--- config.mk ---
export PLATFORM = sky130hd
export DESIGN_NAME = pwm_multi
export DESIGN_NICKNAME = d
export VERILOG_FILES = /design/src/rtl/pwm_multi.sv
export SDC_FILE = /design/constraint.sdc
export NUM_CORES = 1
export LEC_CHECK = 0
export CORE_MARGIN = 2
export CORE_UTILIZATION = 52
export DETAILED_ROUTE_END_ITERATION = 8
export PLACE_DENSITY = 0.74
export SETUP_SLACK_MARGIN = 0.3
export SYNTH_ARGS = -nofsm -noshare
export SYNTH_HDL_FRONTEND = slang
export SYNTH_SLANG_ARGS = --single-unit
--- constraint.sdc ---
create_clock -name clk -period 1.8 [get_ports clk]
set_input_delay 0.36 -clock clk [delete_from_list [all_inputs] [get_ports clk]]
set_output_delay 0.36 -clock clk [all_outputs]
set_load 0.005 [all_outputs]
--- src/rtl/pwm_multi.sv ---
// Multi-channel PWM: one prescaled period counter shared by all channels, with duty values
// shadowed and swapped in at the period boundary. Define PWM_MULTI_CENTER_ALIGN_EN for up/down counting.
module pwm_multi #(
  parameter int NUM_CH     = 4,
  parameter int WIDTH      = 8,
  parameter int PRESC_W    = 8,
  parameter bit ACTIVE_LOW = 1'b1,
  localparam int CH_W      = (NUM_CH > 1) ? $clog2(NUM_CH) : 1
) (
  input  logic               clk,
  input  logic               rst_n,
  input  logic               enable,
  input  logic [PRESC_W-1:0] prescale,
  input  logic [WIDTH-1:0]   period,
  input  logic               duty_wr,
  input  logic [CH_W-1:0]    duty_ch,
  input  logic [WIDTH-1:0]   duty_data,
`ifdef PWM_MULTI_CENTER_ALIGN_EN
  input  logic               center_mode,
`endif
  output logic [NUM_CH-1:0]  pwm_out,
  output logic               period_tick,
  output logic [WIDTH-1:0]   cnt
);

  logic [PRESC_W-1:0] presc;
  logic [WIDTH-1:0]   act_period;
  logic [WIDTH-1:0]   shadow   [NUM_CH];
  logic [WIDTH-1:0]   act_duty [NUM_CH];
  logic [WIDTH-1:0]   cnt_next;
  logic [NUM_CH-1:0]  active;
  logic               tick;
  logic               update;

  assign tick        = enable && (presc == prescale);
  assign period_tick = update;

`ifdef PWM_MULTI_CENTER_ALIGN_EN
  logic down;
  logic down_next;
  logic mode_act;

  always_comb begin
    cnt_next  = cnt + 1'b1;
    down_next = down;
    update    = 1'b0;
    if (mode_act) begin
      update = tick && down && (cnt == '0);
      if (down) begin
        // Valley: restart the up-ramp against the period being loaded right now.
        if (cnt == '0) begin
          if (period == '0) begin
            cnt_next  = '0;
            down_next = 1'b1;
          end else begin
            cnt_next  = WIDTH'(1);
            down_next = 1'b0;
          end
        end else begin
          cnt_next = cnt - 1'b1;
        end
      end else if (cnt >= act_period) begin
        cnt_next  = (cnt == '0) ? '0 : cnt - 1'b1;
        down_next = 1'b1;
      end
    end else begin
      update = tick && (cnt == act_period);
      if (cnt == act_period) begin
        cnt_next  = '0;
        down_next = 1'b0;
      end
    end
  end

  // Down flag parks high while idle so the first tick after enable is a valley update.
  always_ff @(posedge clk or negedge rst_n) begin
    if (!rst_n) begin
      down     <= 1'b1;
      mode_act <= 1'b0;
    end else if (!enable) begin
      down     <= 1'b1;
      mode_act <= center_mode;
    end else begin
      if (tick)   down     <= down_next;
      if (update) mode_act <= center_mode;
    end
  end
`else
  always_comb begin
    update   = tick && (cnt == act_period);
    cnt_next = (cnt == act_period) ? '0 : cnt + 1'b1;
  end
`endif

  // Prescaler wraps through its full range if prescale is lowered beneath it.
  always_ff @(posedge clk or negedge rst_n) begin
    if (!rst_n)                presc <= '0;
    else if (!enable || tick)  presc <= '0;
    else                       presc <= presc + 1'b1;
  end

  always_ff @(posedge clk or negedge rst_n) begin
    if (!rst_n) begin
      cnt        <= '0;
      act_period <= '1;
      for (int i = 0; i < NUM_CH; i++) act_duty[i] <= '0;
    end else if (!enable) begin
      cnt        <= '0;
      act_period <= period;
      for (int i = 0; i < NUM_CH; i++) act_duty[i] <= shadow[i];
    end else begin
      if (tick) cnt <= cnt_next;
      if (update) begin
        act_period <= period;
        for (int i = 0; i < NUM_CH; i++) act_duty[i] <= shadow[i];
      end
    end
  end

  always_ff @(posedge clk or negedge rst_n) begin
    if (!rst_n) begin
      for (int i = 0; i < NUM_CH; i++) shadow[i] <= '0;
    end else begin
      for (int i = 0; i < NUM_CH; i++)
        if (duty_wr && (duty_ch == CH_W'(i))) shadow[i] <= duty_data;
    end
  end

  always_comb begin
    active = '0;
    for (int i = 0; i < NUM_CH; i++) active[i] = (cnt < act_duty[i]);
  end

  // Output register stage: compare of this cycle's cnt appears on the pins next cycle.
  always_ff @(posedge clk or negedge rst_n) begin
    if (!rst_n)       pwm_out <= {NUM_CH{ACTIVE_LOW}};
    else if (enable)  pwm_out <= active ^ {NUM_CH{ACTIVE_LOW}};
    else              pwm_out <= {NUM_CH{ACTIVE_LOW}};
  end

endmodule

; After elaboration in Yosys (flattened, before gate mapping)
; Cells that the tools add are included.
[word_totals]
inputBits = 30
register_bits = 92
wordCells = 44
output_inout_bits = 13
[op_classes]
order_cmp = 4
bitwise_logic = 1
n_eq_ne = 7
reduce_logical = 9
add_sub_neg = 2
mux = 9
[ops]
columns = cell, count
row1 = two-way mux 32 bit, 2
row2 = two-way mux 8 bit, 6
row3 = less-than comparator 8 bit, 4
row4 = "adder 8 x 1 -> 8 bit, second input constant", 2
row5 = == test 8 bit, 2
row6 = logical AND 1 bit, 6
row7 = "== test 2 bit, second input constant", 2
row8 = two-way mux 4 bit, 1
row9 = "!= test 2 x 1 -> 1 bit, second input constant", 2
row10 = NOT 4 bit, 1
row11 = "== test 2 x 1 -> 1 bit, second input constant", 1
row12 = logical NOT 2 bit, 1
row13 = logical NOT 1 bit, 1
row14 = logical OR 1 bit, 1

; Depth between registers and ports, before layout
; Gate-level depths: netlist (run 1).
[logic_depth]
depth_word = 5
ltp_mapped = 7
ltp_nobuf = 6

; Worst setup path after synthesis (run 1)
; OpenSTA, ideal clock, no wires.
[synth_path]
path_type = reg-to-reg
from = reg presc[6]
to = reg act_duty[10] (netlist bit)
stages_incl_launch_ff = 8
t_arrival_ps = 1801
required_time_ps = 1675
synth_period_minus_slack_ps = 1925
path_slack_ps = -125
setup_time_ps = 125
n_path_buf = 2
cell_sequence = dfrtp_1 -> xor2_1 -> nor4_1 -> and2_1 -> buf_6 -> a21o_4 -> buf_8 -> mux2_2
[synth_via]
elab_chain_cells = 4
[synth_rtl]
columns = item, line_no
row1 = "start, declared", 26  ; logic [PRESC_W-1:0] presc;
row2 = "start signal, assigned", 99  ; else presc <= presc + 1'b1;
row3 = == test 8 bit, 35  ; assign tick = enable && (presc == prescale);
row4 = logical AND 1 bit, 35
row5 = logical AND 1 bit, 90  ; update = tick && (cnt == act_period);
row6 = != test 2 x 1 -> 1 bit (no source line), --
row7 = "end, declared", 29  ; logic [WIDTH-1:0] act_duty [NUM_CH];
; Every way passes these cells.
; A chain may end at the register's enable or synchronous reset.

; Worst setup path in the final report (run 1)
[layout_path]
from = reg presc[7]
to = reg act_duty[12] (netlist bit)
; The elaborated chain is that of the path after synthesis.

==> results.py, run 1 <==
metrics = {
    "global_route": {
        "grt_pass1_vias": 3628,
        "grt_pass1_wl_um": 18100,
        "antenna_found_initial": 0,
        "grt_remaining_overflow": 0,
        "grt_use_total_pct": 24.1,
        "grt_max_degree": 57,
    },
    "timing": {
        "rsz0062_at_grt": "true",
        "worst_slew_pin_slew_ns": 0.398,
        "whs_ns": 0.337,
        "fmax_mhz": 473,
        "fin_skew_ns": 0.0116,
        "setup_slack_ns": -0.313,
        "fin_crit_sh_pct": 117,
        "report.final.setup_viol": 47,
        "final_hold_viol_count": 0,
        "finalWorstPathRequiredPeriod_ns": 2.11,
        "slew_violations": 0,
        "maxSlewHeadroom_pct": 73.5,
    },
    "worst_setup_path": {
        "worstSetupPathType": "flop to flop",
        "endpoint_kind": "flop",
        "cp_max_fo": 17,
        "crit-reg2reg-launch": "presc[7]$_DFF_PN0_",
        "rrSetupSlack_ns": -0.31,
        "required_ns": 2.04,
        "reg2reg_depth": 7,
        "crit_arrival_ns": 2.36,
        "start_kind": "flop",
        "critPathLaunch": "presc[7]$_DFF_PN0_",
    },
    "routing": {
        "via_per_inst": 5.55,
        "drtIter0Drc": 105,
        "drcViolationCount": 0,
        "vias": 3181,
        "wl_per_cell_um": 19.4,
        "drtPass1Iterations": 5,
        "wirelength_um": 11100,
        "drtAntennaViolNets": 0,
    },
    "clocking": {
        "cts_root_buffer": "clkbuf_8",
        "path_clk_slew_ns": 0.10,
        "clkSinkCount": 92,
        "cts_tree": "yes",
        "cts_buffers": 9,
        "clk_latency_ns": 0.36,
        "cts_max_level": 3,
        "cts_buffer_depth": 2,
    },
    "synth": {
        "ys_async_sr_fraction_pct": 100,
        "syn_area_um2": 4630,
        "synth_cells": 353,
        "yosysUniqueCellTypes": 40,
        "synthFlopType": "dfrtp_1",
        "synthAdderAreaFrac_pct": 8.10,
        "synth-xor-area-share_pct": 4.16,
        "synth_seq_cells": 92,
        "synth_commonest_cells": "80 x dfrtp_1, 42 x mux2_2, 30 x ha_1, 30 x inv_1, 30 x mux2_4",
        "synthMuxAreaShare_pct": 20.1,
        "yosys_warnings": 0,
        "netlist.area_leader.share_pct": 43.2,
        "yosys.area_share.simple_pct": 7.21,
        "avgSynthCellArea_um2": 13.1,
        "synth_area_leader_cell": "dfrtp_1",
        "synth_top_family_by_area": "multiplexers",
        "synth_edf_count": 0,
        "yosysMostFrequentCell": "dfrtp_1",
        "synth_compound_area_share_pct": 6.34,
        "yosys-top-cells-area": "dfrtp_1 43%, mux2_2 10%, mux2_4 9.7%",
        "synth_nets": 413,
        "synth-seq-area-share_pct": 50.0,
    },
    "job": {
        "cap_violations": 0,
    },
    "floorplanning": {
        "core_area_um2": 8680,
        "die_h_um": 98.4,
        "dieWidth_um": 98.4,
        "ios": 43,
        "row_count": 34,
        "initial_utilization_pct": 53.4,
        "die_area_um2": 9680,
    },
    "placement": {
        "dp_cells": 535,
        "dp_hpwl_um": 7230,
        "place_area_um2": 5450,
        "io_buffers": 42,
        "gp_congestion": 0.845,
        "place_ws_ns": -0.717,
    },
    "power": {
        "power_density_nw_per_um2": 823,
        "peakVddDrop_uv": 570,
        "p_leak_uw": 0.00295,
        "p_total_uw": 5120,
    },
    "finish": {
        "final_cells": 573,
        "final_nets": 521,
        "num_antenna_cells": 0,
        "n_fill_cell": 590,
        "final_layout_size_suffix_gt1_share_pct": 45.4,
        "fin_area_um2": 6220,
        "syn_to_final_growth_pct": 34.2,
    },
    "run_status": {
        "violations": "negative setup slack",
        "outcome": "finished with violations",
    },
    "hold_path": {
        "hp-class": "input port to asynchronous set/reset pin",
    },
}
==> worst max-delay path, stage by stage, from the launching register on <==
cell and delay, ns:
dfrtp_1 0.41, xor2_1 0.16, nor4_2 0.34, and2_1 0.21, buf_4 0.17, a21o_4 0.17
buf_12 0.18, mux2_2 0.35
==> through the flow <==
stage               util, %  setup TNS (ns)
detailed placement     62.8          -31.28
CTS                    70.3          -12.03
finish                 71.7          -10.93
floorplan                 -           -2.50
global route           71.7          -15.50
global placement       62.8          -27.71
==> final timing paths <==
check	endpoint
worst max-delay path	act_duty[12]$_DFFE_PN0P_
worst min-delay path	presc[7]$_DFF_PN0_
worst max register to register	act_duty[12]$_DFFE_PN0P_
worst min register to register	act_duty[17]$_DFFE_PN0P_
max in group asynchronous	pwm_out[3]$_DFF_PN1_
min in group clk	act_duty[17]$_DFFE_PN0P_
==> cell families (layout without fill, tap and decap cells) <==
family	after synthesis	after routing
XOR/XNOR	22	22
multiplexers	73	73
buffers and inverters	36	148
flip-flops	92	92
adder cells (fa/ha/maj)	30	30
AO/OA/AOI/OAI	42	42
AND/OR/NAND/NOR	58	58
==> cell usage in the layout, fill, tap and decap left out, types with 10 or more instances in the layout <==
master           netlist  final
ha_1                  30     18
buf_4                  0     35
mux2_2                42     42
clkdlybuf4s50_1        0     25
ha_4                   0     12
dfstp_2               12     12
mux2_4                30     30
a21o_1                11     11
dfrtp_1               80     77
buf_6                  1     24
clkbuf_8               0     10
xor2_1                12     12
inv_1                 30     30
==> registers in the layout, summed over array words and instances (netlist names) <==
name        flops
act_duty       32
act_period      8
cnt             8
presc           8
pwm_out         4
shadow         32
==> report_power, final <==
part | total [uW] | leakage (uW) | switching, uW | internal [uW]
logic | 1180 | 0.00176 | 489 | 693
clock network | 1310 | 0.0000873 | 761 | 552
registers | 2620 | 0.00110 | 199 | 2420
==> routing by layer <==
metal / track usage [%] / up-vias / share of wire (%)
met5: 0 / - / 0
met4: 8.11 / 0 / 2.0
met3: 5.51 / 19 / 4.0
met2: 43.0 / 80 / 54
met1: 28.7 / 1624 / 40
li1: - / 1458 / -
==> area by class of cell <==
type	count	area, um^2	area share [%]
clock buffers	10	138	2.21
clock inverters	5	43.8	0.704
inverters	30	113	1.81
multi-input cells	225	2440	39.3
flip-flops and latches	92	2320	37.3
well taps	108	135	2.17
repair buffers	103	1030	16.5
==> what timing repair did <==
item / in CTS / in global routing
setup buffers: 17 / 4
pin swaps: 26 / 13
hold buffers: 1 / 0
setup endpoints to repair: 73 / 71
resized for setup: 107 / 19
cloned: 1 / 0
hold endpoints to repair: 4 / 0
No activity file was read; power rests on OpenSTA's default activity.
==> run 2, diff against run 1 <==
--- a/config.mk
+++ b/config.mk
@@ -6,9 +6,10 @@
 export NUM_CORES = 1
 export LEC_CHECK = 0
 export CORE_MARGIN = 2
-export CORE_UTILIZATION = 52
+export CORE_UTILIZATION = 62
 export DETAILED_ROUTE_END_ITERATION = 8
-export PLACE_DENSITY = 0.74
+export MAX_ROUTING_LAYER = met4
+export PLACE_DENSITY = 0.83
 export SETUP_SLACK_MARGIN = 0.3
 export SYNTH_ARGS = -nofsm -noshare
 export SYNTH_HDL_FRONTEND = slang
==> constraint.sdc (replaced) <==
create_clock -name clk -period 2.6 [get_ports clk]
set_input_delay 0.52 -clock clk [delete_from_list [all_inputs] [get_ports clk]]
set_output_delay 0.52 -clock clk [all_outputs]
set_load 0.005 [all_outputs]
==> run 2 against run 1 <==
Count of clock-buffer cells in the layout is 1 lower. Final area decreased by 9.1%. The run now ends clean. Highest routed layer unchanged. Global-route usage rose by 2.1 points.
==> results.py, run 2 (synthesis results as in run 1) <==
metrics = {
    "finish": {
        "reg_top3": "act_duty x32, shadow x32",
        "fin_area_um2": 5650,
        "n_fill_cell": 422,
        "final_nets": 493,
        "syn_to_final_growth_pct": 22.0,
        "final_common_cell": "dfrtp_1",
        "num_antenna_cells": 0,
        "layout_common_cells": "80 x dfrtp_1, 42 x mux2_2, 32 x clkdlybuf4s50_1",
        "final_cells": 537,
        "final_layout_size_suffix_gt1_share_pct": 33.1,
    },
    "routing": {
        "drcViolationCount": 0,
        "vias": 3101,
        "via_per_inst": 5.77,
        "wirelength_um": 9900,
        "drtIter0Drc": 144,
        "wl_per_cell_um": 18.4,
        "drtPass1Iterations": 4,
        "drtAntennaViolNets": 0,
    },
    "worst_setup_path": {
        "crit-reg2reg-launch": "presc[0]$_DFF_PN0_",
        "required_ns": 2.08,
        "cp_slowest_stage_delay_ns": 0.37,
        "crit_slowest_cell": "nor4_2",
        "endpoint_kind": "primary output",
        "reg2reg_depth": 9,
        "start_kind": "input port",
        "cp_max_fo": 2,
        "crit_chain": "dlygate4sd2_1 -> xor2_1 -> nor4_2 -> and2_1 -> and3_4 -> buf_6",
        "crit_arrival_ns": 1.79,
        "worstSetupPathType": "input port to primary output",
        "timing.rr.end": "act_duty[6]$_DFFE_PN0P_",
        "rrSetupSlack_ns": 0.31,
    },
    "placement": {
        "gp_congestion": 0.839,
        "place_area_um2": 5280,
        "io_buffers": 42,
        "dp_hpwl_um": 6720,
        "dp_cells": 507,
    },
    "timing": {
        "maxSlewHeadroom_pct": 63.6,
        "final_hold_viol_count": 0,
        "fin_crit_sh_pct": 88.8,
        "slew_violations": 0,
        "setup_tns_ns": 0,
        "report.final.setup_viol": 0,
        "fmax_mhz": 433,
        "finalWorstPathRequiredPeriod_ns": 2.31,
        "fin_skew_ns": 0.0177,
        "whs_ns": 0.122,
        "rsz0062_at_grt": "true",
        "worst_slew_pin_slew_ns": 0.547,
    },
    "clocking": {
        "cts_buffers": 9,
        "path_clk_slew_ns": 0.10,
        "clk_latency_ns": 0.37,
        "cts_hold_buffers": 0,
        "cts_tree": "yes",
        "clkSinkCount": 92,
        "cts_buffer_depth": 2,
        "cts_max_level": 3,
        "cts_root_buffer": "clkbuf_8",
    },
    "power": {
        "power_density_nw_per_um2": 636,
        "p_leak_uw": 0.00275,
        "peakVddDrop_uv": 471,
    },
    "global_route": {
        "grt_util_met2_pct": 43.2,
        "grt_use_total_pct": 26.1,
        "gr-usage-met3_pct": 4.51,
        "grt_remaining_overflow": 0,
        "grtUsageMet1_pct": 31.4,
        "grt_pass1_wl_um": 16200,
        "grt_max_degree": 51,
        "grt.busiest_layer": "met2",
        "antenna_found_initial": 0,
        "grt_pass1_vias": 3282,
    },
    "floorplanning": {
        "ios": 43,
        "core_area_um2": 7250,
        "die_area_um2": 8180,
        "die_h_um": 90.5,
        "dieWidth_um": 90.5,
        "row_count": 31,
        "initial_utilization_pct": 63.9,
    },
    "run_status": {
        "outcome": "finished, final reports clean",
    },
    "job": {
        "cap_violations": 0,
    },
    "hold_path": {
        "hp-class": "input port to asynchronous set/reset pin",
    },
}
==> run 2: changes by cell type in the layout (fill, tap and decap cells not counted), moves of 4 or more <==
cell	change
clkdlybuf4s50_1	+7
a21oi_2	-4
buf_6	-20
ha_4	-12
ha_1	+12
buf_4	-7
dlygate4sd2_1	+6
a21oi_1	+4
==> run 2: final cells by class <==
| cell class | instances | area (um^2) | share of cell area, % |
|---|---|---|---|
| Tap cell | 99 | 124 | 2.19 |
| Clock buffer | 9 | 124 | 2.19 |
| Sequential cell | 92 | 2320 | 41.0 |
| Inverter | 30 | 113 | 1.99 |
| Timing Repair Buffer | 75 | 706 | 12.5 |
| Clock inverter | 7 | 98.8 | 1.75 |
| Multi-Input combinational cell | 225 | 2170 | 38.4 |
==> run 2: what timing repair did <==
item                       in CTS  in global routing
setup endpoints to repair      12                 17
resized for setup              15                  9
pin swaps                       4                  7
hold endpoints to repair        0                  0
buffers inserted               14                  0
==> run 2: how the worst max path moves through the flow <==
stage / to / start
2_1_floorplan: act_duty[10]$_DFFE_PN0P_ / prescale[6]
6_report: period_tick / prescale[2]
4_1_cts: period_tick / prescale[2]
3_5_place_dp: period_tick / prescale[7]
5_1_grt: period_tick / presc[0]$_DFF_PN0_
3_3_place_gp: period_tick / prescale[7]
==> run 2: worst max-delay path: cells and delay by family <==
family | cells | cell delay, ns
and+or+nand+nor | 3 | 0.78
buffers and inverters | 2 | 0.33
xor gates and xnor gates | 1 | 0.16
==> run 2: where the power goes <==
part           internal (uW)  total, uW  switching [uW]
clock network            547       1080             531
registers               1680       1820             139
logic                    418        701             284
total                   2640       3600             953
==> run 2: stage by stage <==
step	utilization, %	power (uW)	setup slack (ns)
finish	77.9	3600	0.290
global route	77.9	3760	0.229
CTS	77.4	3610	0.345
detailed placement	72.8	2520	-0.300
global placement	72.8	2460	-0.261
floorplan	-	2270	0.543
==> run 2: layer usage <==
metal	share of wire (%)	vias to the layer above
met3	5.0	26
met1	41	1562
met2	51	104
li1	-	1409
met4	2.5	0
met5	0	-
==> RTL edit (settings of run 2) <==
The parameter `PRESC_W` goes from 8 to 7.
--- a/src/rtl/pwm_multi.sv
+++ b/src/rtl/pwm_multi.sv
@@ -3,7 +3,7 @@
 module pwm_multi #(
   parameter int NUM_CH     = 4,
   parameter int WIDTH      = 8,
-  parameter int PRESC_W    = 8,
+  parameter int PRESC_W    = 7,
   parameter bit ACTIVE_LOW = 1'b1,
   localparam int CH_W      = (NUM_CH > 1) ? $clog2(NUM_CH) : 1
 ) (
Ports: changed (resized prescale); port bits go from 43 to 42. The function was not compared with the original's and may differ.
==> RTL edit against run 2 <==
  * Setup slack better by 21 ps
  * Clock power down 15%
  * Non-clock buffer count down 11
  * Sequential share of layout area up 0.31 points
  * Wire length down 9.9%
  * Clock skew down 9.4 ps
  * Count of clock-buffer cells in the layout up 1
  * Cell area down 1.8%
  * Power down 5.1%
  * Synthesized area up 1.2%
  * Critical path depth unchanged
  * Sequential cell count down 1
  * Hold slack worse by 7.1 ps
  * Final cell count down 3.4%
  * Largest power group unchanged
==> RTL edit: results (changes against run 2) <==
| Metric | Value |
|---|---|
| Placed cells | 498 (-1.8%) |
| Critical-path top delay cell | nor4_4 |
| Worst hold slack | 115 ps (-7.14 ps) |
| Syn Nets | 405 (-1.9%) |
| Drt total wl | 8.92 mm (-9.9%) |
| R2r worst-path depth | 7 (-2) |
| Leakage power | 2.72 nW (-1.2%) |
| Adder-Cell Fraction of Synth Area | 0.0800 (-0.000972) |
| Post-synthesis xor/xnor area fraction | 0.0373 (-0.00423) |
| Initial DRC count | 109 (-24%) |
| Slew @ Worst Pin | 511 ps (-35.2 ps) |
| Worst setup path start | prescale[5] |
| IO Port Bufs | 41 (-2.4%) |
| Critical Path Max Stage Delay | 350 ps (-20 ps) |
| Total power | 3.41 mW (-5.1%) |
| Nets@finish | 474 (-3.9%) |
| Syn avg cell area | 13.6 um^2 (+3.3%) |
| Total GRT Usage | 0.241 (-0.0202) |
| FF-to-FF Start | act_period[5]$_DFFE_PN1P_ |
| Peak VDD IR | 328 uV (-30%) |
| Routed wl met3 | 283 um (-43%) |
| Post-Layout Cell Count | 519 (-3.4%) |
| DR vias | 2905 (-6.3%) |
| DR WL met2 | 4.35 mm (-14%) |
| Met2 track demand over resource | 0.391 (-0.0403) |
| Post-synth top cells | 79 x dfrtp_1, 40 x mux2_4, 32 x mux2_2, 30 x ha_1, 29 x inv_1 |
| Worst R2R End | act_duty[13]$_DFFE_PN0P_ |
| Vias in the first global route | 3113 (-5.1%) |
| Crit path DAT | 1770 ps (-20 ps) |
| Post-synthesis compound-gate area fraction | 0.0587 (-0.00476) |
| Sequential-to-total area share from yosys stat | 0.489 (-0.0113) |
| Post-synthesis mux area share | 0.205 (+0.00345) |
| Pre-CTS worst setup slack | -259 ps (+41.1 ps) |
| P_sw | 0.939 mW (-1.5%) |
| Largest net degree at the start of global routing | 57 (+12%) |
| Global-route wire length before repair | 15.4 mm (-4.5%) |
| Status | finished, final reports clean |
| GRT met1 Usage | 0.316 (+0.00255) |
| GPL Wtd Cong | 0.777 (-7.4%) |
| Clk_skew | 8.26 ps (-9.40 ps) |
| Fraction of layout cells with a size suffix above 1 | 0.336 (+0.00466) |
| P_comb | 0.682 mW (-3%) |
| P_clk | 0.919 mW (-15%) |
| Clk_lat worst skew | 350 ps (-20 ps) |
| Min Tclk post-route | 2290 ps (-21.4 ps) |
-- RTL edit: repair_timing --
| item | CTS | global route |
|---|---|---|
| hold endpoints to repair | 0 | 0 |
| pin swaps | 6 | 1 |
| setup endpoints to repair | 30 | 13 |
| setup buffers | 3 | 2 |
| resized for setup | 13 | 1 |
-- RTL edit: final cells by class --
| type | count | area, um^2 |
|---|---|---|
| Clock buffer | 10 | 138 |
| Tap cell | 99 | 124 |
| Inverter | 30 | 113 |
| Multi-Input combinational cell | 219 | 2230 |
| Timing Repair Buffer | 64 | 596 |
| Sequential cell | 91 | 2290 |
| Fill cell | 463 | 1740 |
| Clock inverter | 6 | 56.3 |
-- RTL edit: cell families (layout without fill, tap and decap cells) --
logic type               after synthesis  after routing
adder cells (fa/ha/maj)               30             30
multiplexers                          72             72
AO/OA/AOI/OAI                         39             39
flip-flops                            91             91
AND/OR/NAND/NOR                       58             58
XOR/XNOR                              20             20
buffers and inverters                 36            110
